`src/rtl/sha3_burst_ctrl.sv`:
```
// Burst read controller feeding the SHA3 input FIFO: splits a job into bus bursts.
// Define SHA3_BURST_4K_SPLIT_EN to keep every burst inside one 4 KB address page.

module sha3_burst_ctrl #(
   parameter int  BURST_BEATS = 8,
   parameter int  FIFO_DEPTH  = 32,
   localparam int CW          = $clog2(FIFO_DEPTH) + 1
) (
   input  logic           clk,
   input  logic           rst,
   input  logic           start,
   input  logic [31:0]    src_addr,
   input  logic [15:0]    num_beats,
   output logic           busy,
   output logic           done,
   output logic           err,
   output logic           bus_req,
   output logic [31:0]    bus_addr,
   output logic [7:0]     bus_len,
   input  logic           bus_gnt,
   input  logic           rd_valid,
   input  logic [127:0]   rd_data,
   input  logic           rd_last,
   output logic           fifo_wr_en,
   output logic [127:0]   fifo_wr_data,
   input  logic [CW-1:0]  fifo_count
);

   typedef enum logic [1:0] {IDLE, REQ, DATA, DONE} state_t;

   localparam logic [15:0] MAX_BEATS = 16'(BURST_BEATS);

   state_t        state, state_nxt;
   logic [31:0]   addr, ld_addr;
   logic [15:0]   remaining, ld_rem;
   logic [4:0]    len, len_nxt, beat_cnt;
   logic          armed;
   logic          start_ok, beat_fire, last_beat, final_beat, enter_req;
   logic          space_ok, frame_err, stray_beat;
`ifdef SHA3_BURST_4K_SPLIT_EN
   logic [8:0]    page_cap;
`endif

   assign start_ok   = (state == IDLE) && start;
   assign beat_fire  = (state == DATA) && rd_valid;
   assign last_beat  = (beat_cnt + 5'd1) == len;
   assign final_beat = beat_fire && last_beat;
   assign enter_req  = (state_nxt == REQ) && (state != REQ);
   assign space_ok   = (32'(fifo_count) + 32'({len, 1'b0})) <= 32'(FIFO_DEPTH);
   assign frame_err  = beat_fire && (rd_last != last_beat);
   // armed stays low after reset so beats from an abandoned burst are dropped silently
   assign stray_beat = rd_valid && (state != DATA) && armed;

   always_ff @(posedge clk) begin
      if (rst) state <= IDLE;
      else     state <= state_nxt;
   end

   always_comb begin
      state_nxt = state;
      case (state)
         IDLE:    if (start) state_nxt = (num_beats == 16'd0) ? DONE : REQ;
         REQ:     if (bus_req && bus_gnt) state_nxt = DATA;
         DATA:    if (final_beat) state_nxt = (remaining == {11'd0, len}) ? DONE : REQ;
         DONE:    state_nxt = IDLE;
         default: state_nxt = IDLE;
      endcase
   end

   always_comb begin
      busy = (state == REQ) || (state == DATA);
      done = (state == DONE);
   end

   // Address/remaining as they will be on entry to REQ, and the burst length derived from them
   always_comb begin
      ld_addr = (state == IDLE) ? src_addr  : addr + {23'd0, len, 4'd0};
      ld_rem  = (state == IDLE) ? num_beats : remaining - {11'd0, len};
      len_nxt = (ld_rem > MAX_BEATS) ? MAX_BEATS[4:0] : ld_rem[4:0];
`ifdef SHA3_BURST_4K_SPLIT_EN
      page_cap = 9'((13'd4096 - {1'b0, ld_addr[11:0]}) >> 4);
      if ({4'd0, len_nxt} > page_cap) len_nxt = page_cap[4:0];
`endif
   end

   always_ff @(posedge clk) begin
      if (rst) begin
         addr         <= '0;
         remaining    <= '0;
         len          <= '0;
         beat_cnt     <= '0;
         armed        <= 1'b0;
         err          <= 1'b0;
         bus_req      <= 1'b0;
         bus_addr     <= '0;
         bus_len      <= '0;
         fifo_wr_en   <= 1'b0;
         fifo_wr_data <= '0;
      end else begin
         fifo_wr_en <= beat_fire;
         if (beat_fire) fifo_wr_data <= rd_data;

         if (start_ok && num_beats != 16'd0) begin
            addr      <= src_addr;
            remaining <= num_beats;
         end else if (final_beat) begin
            addr      <= ld_addr;
            remaining <= ld_rem;
         end

         if (enter_req) begin
            len      <= len_nxt;
            bus_addr <= ld_addr;
            bus_len  <= 8'(len_nxt) - 8'd1;
            beat_cnt <= '0;
         end else if (beat_fire) begin
            beat_cnt <= beat_cnt + 5'd1;
         end

         // Once raised, the request is held until the grant
         if (state == REQ) begin
            if (!bus_req)     bus_req <= space_ok;
            else if (bus_gnt) bus_req <= 1'b0;
         end else begin
            bus_req <= 1'b0;
         end

         if (start_ok) begin
            err   <= 1'b0;
            armed <= 1'b1;
         end else if (frame_err || stray_beat) begin
            err <= 1'b1;
         end
      end
   end

endmodule

```
`config.mk`:
```
export PLATFORM = sky130hd
export DESIGN_NAME = sha3_burst_ctrl
export DESIGN_NICKNAME = d
export VERILOG_FILES = /design/src/rtl/sha3_burst_ctrl.sv
export SDC_FILE = /design/constraint.sdc
export NUM_CORES = 1
export LEC_CHECK = 0
export ABC_AREA = 0
export BUFFER_PORTS_ARGS = -buffer_cell sky130_fd_sc_hd__buf_2
export CELL_PAD_IN_SITES_DETAIL_PLACEMENT = 2
export CELL_PAD_IN_SITES_GLOBAL_PLACEMENT = 2
export CORE_MARGIN = 5
export CORE_UTILIZATION = 27
export DETAILED_ROUTE_END_ITERATION = 8
export GPL_TIMING_DRIVEN = 1
export PLACE_DENSITY = 0.78
export SLEW_MARGIN = 10
export SYNTH_ARGS = -nofsm -noshare
export SYNTH_HDL_FRONTEND = slang
export SYNTH_SLANG_ARGS = --single-unit
```
`constraint.sdc`:
```
create_clock -name clk -period 5.1 [get_ports clk]
set_input_delay 0.765 -clock clk [delete_from_list [all_inputs] [get_ports clk]]
set_output_delay 0.765 -clock clk [all_outputs]
set_load 0.01 [all_outputs]
```
==> metrics.yaml <==
crit_top_cell: "ha_1"
skew_ns: 0.0109
drt_iter0_markers: 485
synth-adder-area-share: 0.0307
syn_area_um2: 10500
crit-reg2reg-launch: "len[0]"
rsz0062_at_grt: "no"
reg2reg_slack_ns: 0.89
design_area_um2: 13900
synth-simple-area-share: 0.232
synth.most_common_cell: "nand2_1"
post-route-period-util: 0.826
placed_cell_area_um2: 12800
path_class: "flip-flop to flip-flop"
fmax_mhz: 237
netlist.area_leader.share: 0.437
slew_headroom: 0.242
syn2layout_area_growth_pct: 31.9
clock-sinks: 230
synth_cells: 1380
drt-pass1-iter-count: 4
worstPathMaxFanout: 7
grt_max_degree: 122
crit_buf_inv: 2
synth.distinct_cells: 69
port_buffers: 360
crit_path_end_kind: "flip-flop"
gr-total-overflow: 0
critPathArrivalTime_ns: 4.67
timing_hold_violations_final: 0
cts_tree: "yes"
fillers: 4528
critical_path_required_ns: 5.55
cts-hold-fix-buffers: 0
die_x_um: 207
cts_setup_buffers: 0
path_clk_slew_ns: 0.07
min_path_type: "primary input to flip-flop"
antenna_found_initial: 7
r2r.worst_path.cells: 15
syn_avg_cell_area_um2: 7.63
power.density_nw_per_um2: 519
synth-xor-area-share: 0.0366
synth-main-ff-cell: "dfxtp_1"
grt_pass1_wl_um: 71700
synthArstFlopShare: 0
synth_top_family_by_area: "simple AND/OR/NAND/NOR gates"
ys_seq_area_frac: 0.437
synthTopCellsByArea: "dfxtp_1, nand2_1, a21oi_1, clkbuf_1, nor2_1"
post_drt_wl_per_cell_um: 20.6
timing.rr.end: "bus_len[2]"
tightest_slew_ns: 1.14
route.vias.total: 11200
core.rowCount: 72
final_util: 0.359
synth_largest_area_cell: "dfxtp_1"
root_buffer: "clkbuf_16"
cts_resized: 0
die_h_um: 207
core_area_um2: 38600
maxCapViolations: 0
synth_compound_area_frac: 0.205
dp_hpwl_um: 33800
outcome: "finished, final reports clean"
cpMaxStageDelayCell: "dfxtp_1"
cp.depth: 15
cts_buffer_depth: 3
place.gp.congestion: 0.859
ir_drop_v: 0.000230
antenna_left: 0
yosys_warnings: 0
drc: 0
floorplan.initialDensity: 0.272
grt_pass1_vias: 12300
clk_latency_ns: 0.56
synth_commonest_cells: "nand2_1, dfxtp_1, a21oi_1"
num_io_pins: 361
hp-start: "rd_data[125]"
critPathMaxStageDelay_ns: 0.48
drive_above_1_share: 0.262
tns_ns: 0
ys_ff_latch: 230
period_minus_slack_ns: 4.21
drt-total-wl_um: 46100
start_kind: "flip-flop"
hold_path_depth: 3
cp_cell_sequence: "ha_1 > inv_1 > fa_1 > a211oi_2 > o21ai_1 > xnor2_1 > a2bb2oi_1 > nand4_1 > a2111oi_0 > buf_4 > nand2_1 > ha_1 > nor2_1 > or4b_1 > o311ai_0"
setup_viol: 0
crit_family: "compound AO/OA/AOI/OAI gates"
final_max_slew_viol_count: 0
cellLeakagePower_uw: 0.00585
htreeDepth: 1
track_usage: 0.205
synth_edf_count: 0
hold_end: "fifo_wr_data[125]"
num-nets-final: 1899
synth_nets: 1592
avgViaCountPerCell: 5.01
dpl.cell_count: 2174
numCtsBuffers: 29
muxShareOfSynthArea: 0.0108
dieArea_um2: 43000
layoutNonFillerInstCount: 2233
## worst max path at each step
stage                 from         end
floorplan           len[0]  bus_len[2]
global placement    len[0]  bus_len[2]
detailed placement  len[0]  bus_len[2]
CTS                 len[0]  bus_len[2]
global route        len[0]  bus_len[2]
finish              len[0]  bus_len[2]
## sequential cells by signal, summed over array words and instances (netlist names)
register      flops
beat_cnt          5
armed             1
addr             32
len               5
fifo_wr_data    128
state             2
remaining        16
bus_req           1
fifo_wr_en        1
bus_addr         32
bus_len           6
err               1
## worst min-delay path, stage by stage
cell     delay (ns)
buf_2          0.10
nand2_1        0.05
a21oi_1        0.05
## through the flow
stage | setup slack (ns) | hold WS (ns) | power, uW
2_1_floorplan | 1.52 | 0.431 | 3880
3_3_place_gp | 1.09 | 0.439 | 4790
3_5_place_dp | 0.930 | 0.448 | 4900
4_1_cts | 0.893 | 0.402 | 7310
5_1_grt | 0.551 | 0.404 | 7670
6_report | 0.885 | 0.438 | 7210
## kinds of logic (layout without fill, tap and decap cells)
kind of cell	count (synthesis)	after routing
and+or+nand+nor	574	574
AOI/OAI and AO/OA	368	368
DFF	230	230
buffers and inverters	129	459
xor gates and xnor gates	44	44
adders and majority gates	24	24
muxes	11	11
other	0	5
## layout by cell type (no fill, tap or decap), drive strengths merged, types with 21 or more instances in the layout
cell type  instances
nand2            385
buf              379
dfxtp            230
a21oi            206
nor2              74
o21ai             56
clkbuf            31
inv               28
xor2              26
nor3              23
ha                21
## cell type report
class                      count  area [um2]  share of cell area
clock inverter                23         337              0.0242
clock buffer                  31         753              0.0543
inverter                      26        97.6             0.00703
timing repair buffer         379        1980               0.142
multi-input combinational   1021        5450               0.393
antenna                        5        12.5            0.000901
sequential                   230        4600               0.332
tap                          518         648              0.0467
## power breakdown
group / total [uW] / internal (uW) / leakage (uW) / switching [uW]
registers: 2350 / 2110 / 0.00187 / 246
logic: 2510 / 852 / 0.00344 / 1660
clock network: 2350 / 1480 / 0.000542 / 873
## metal layers
layer  vias to the layer above  wire (um)  track usage
li1                       5340          -            -
met1                      5512      19300        0.246
met2                       266      22800        0.363
met3                        74       2440       0.0473
met4                         2       1550       0.0652
met5                         -         20            0
Power figures use the tool's default switching activity.
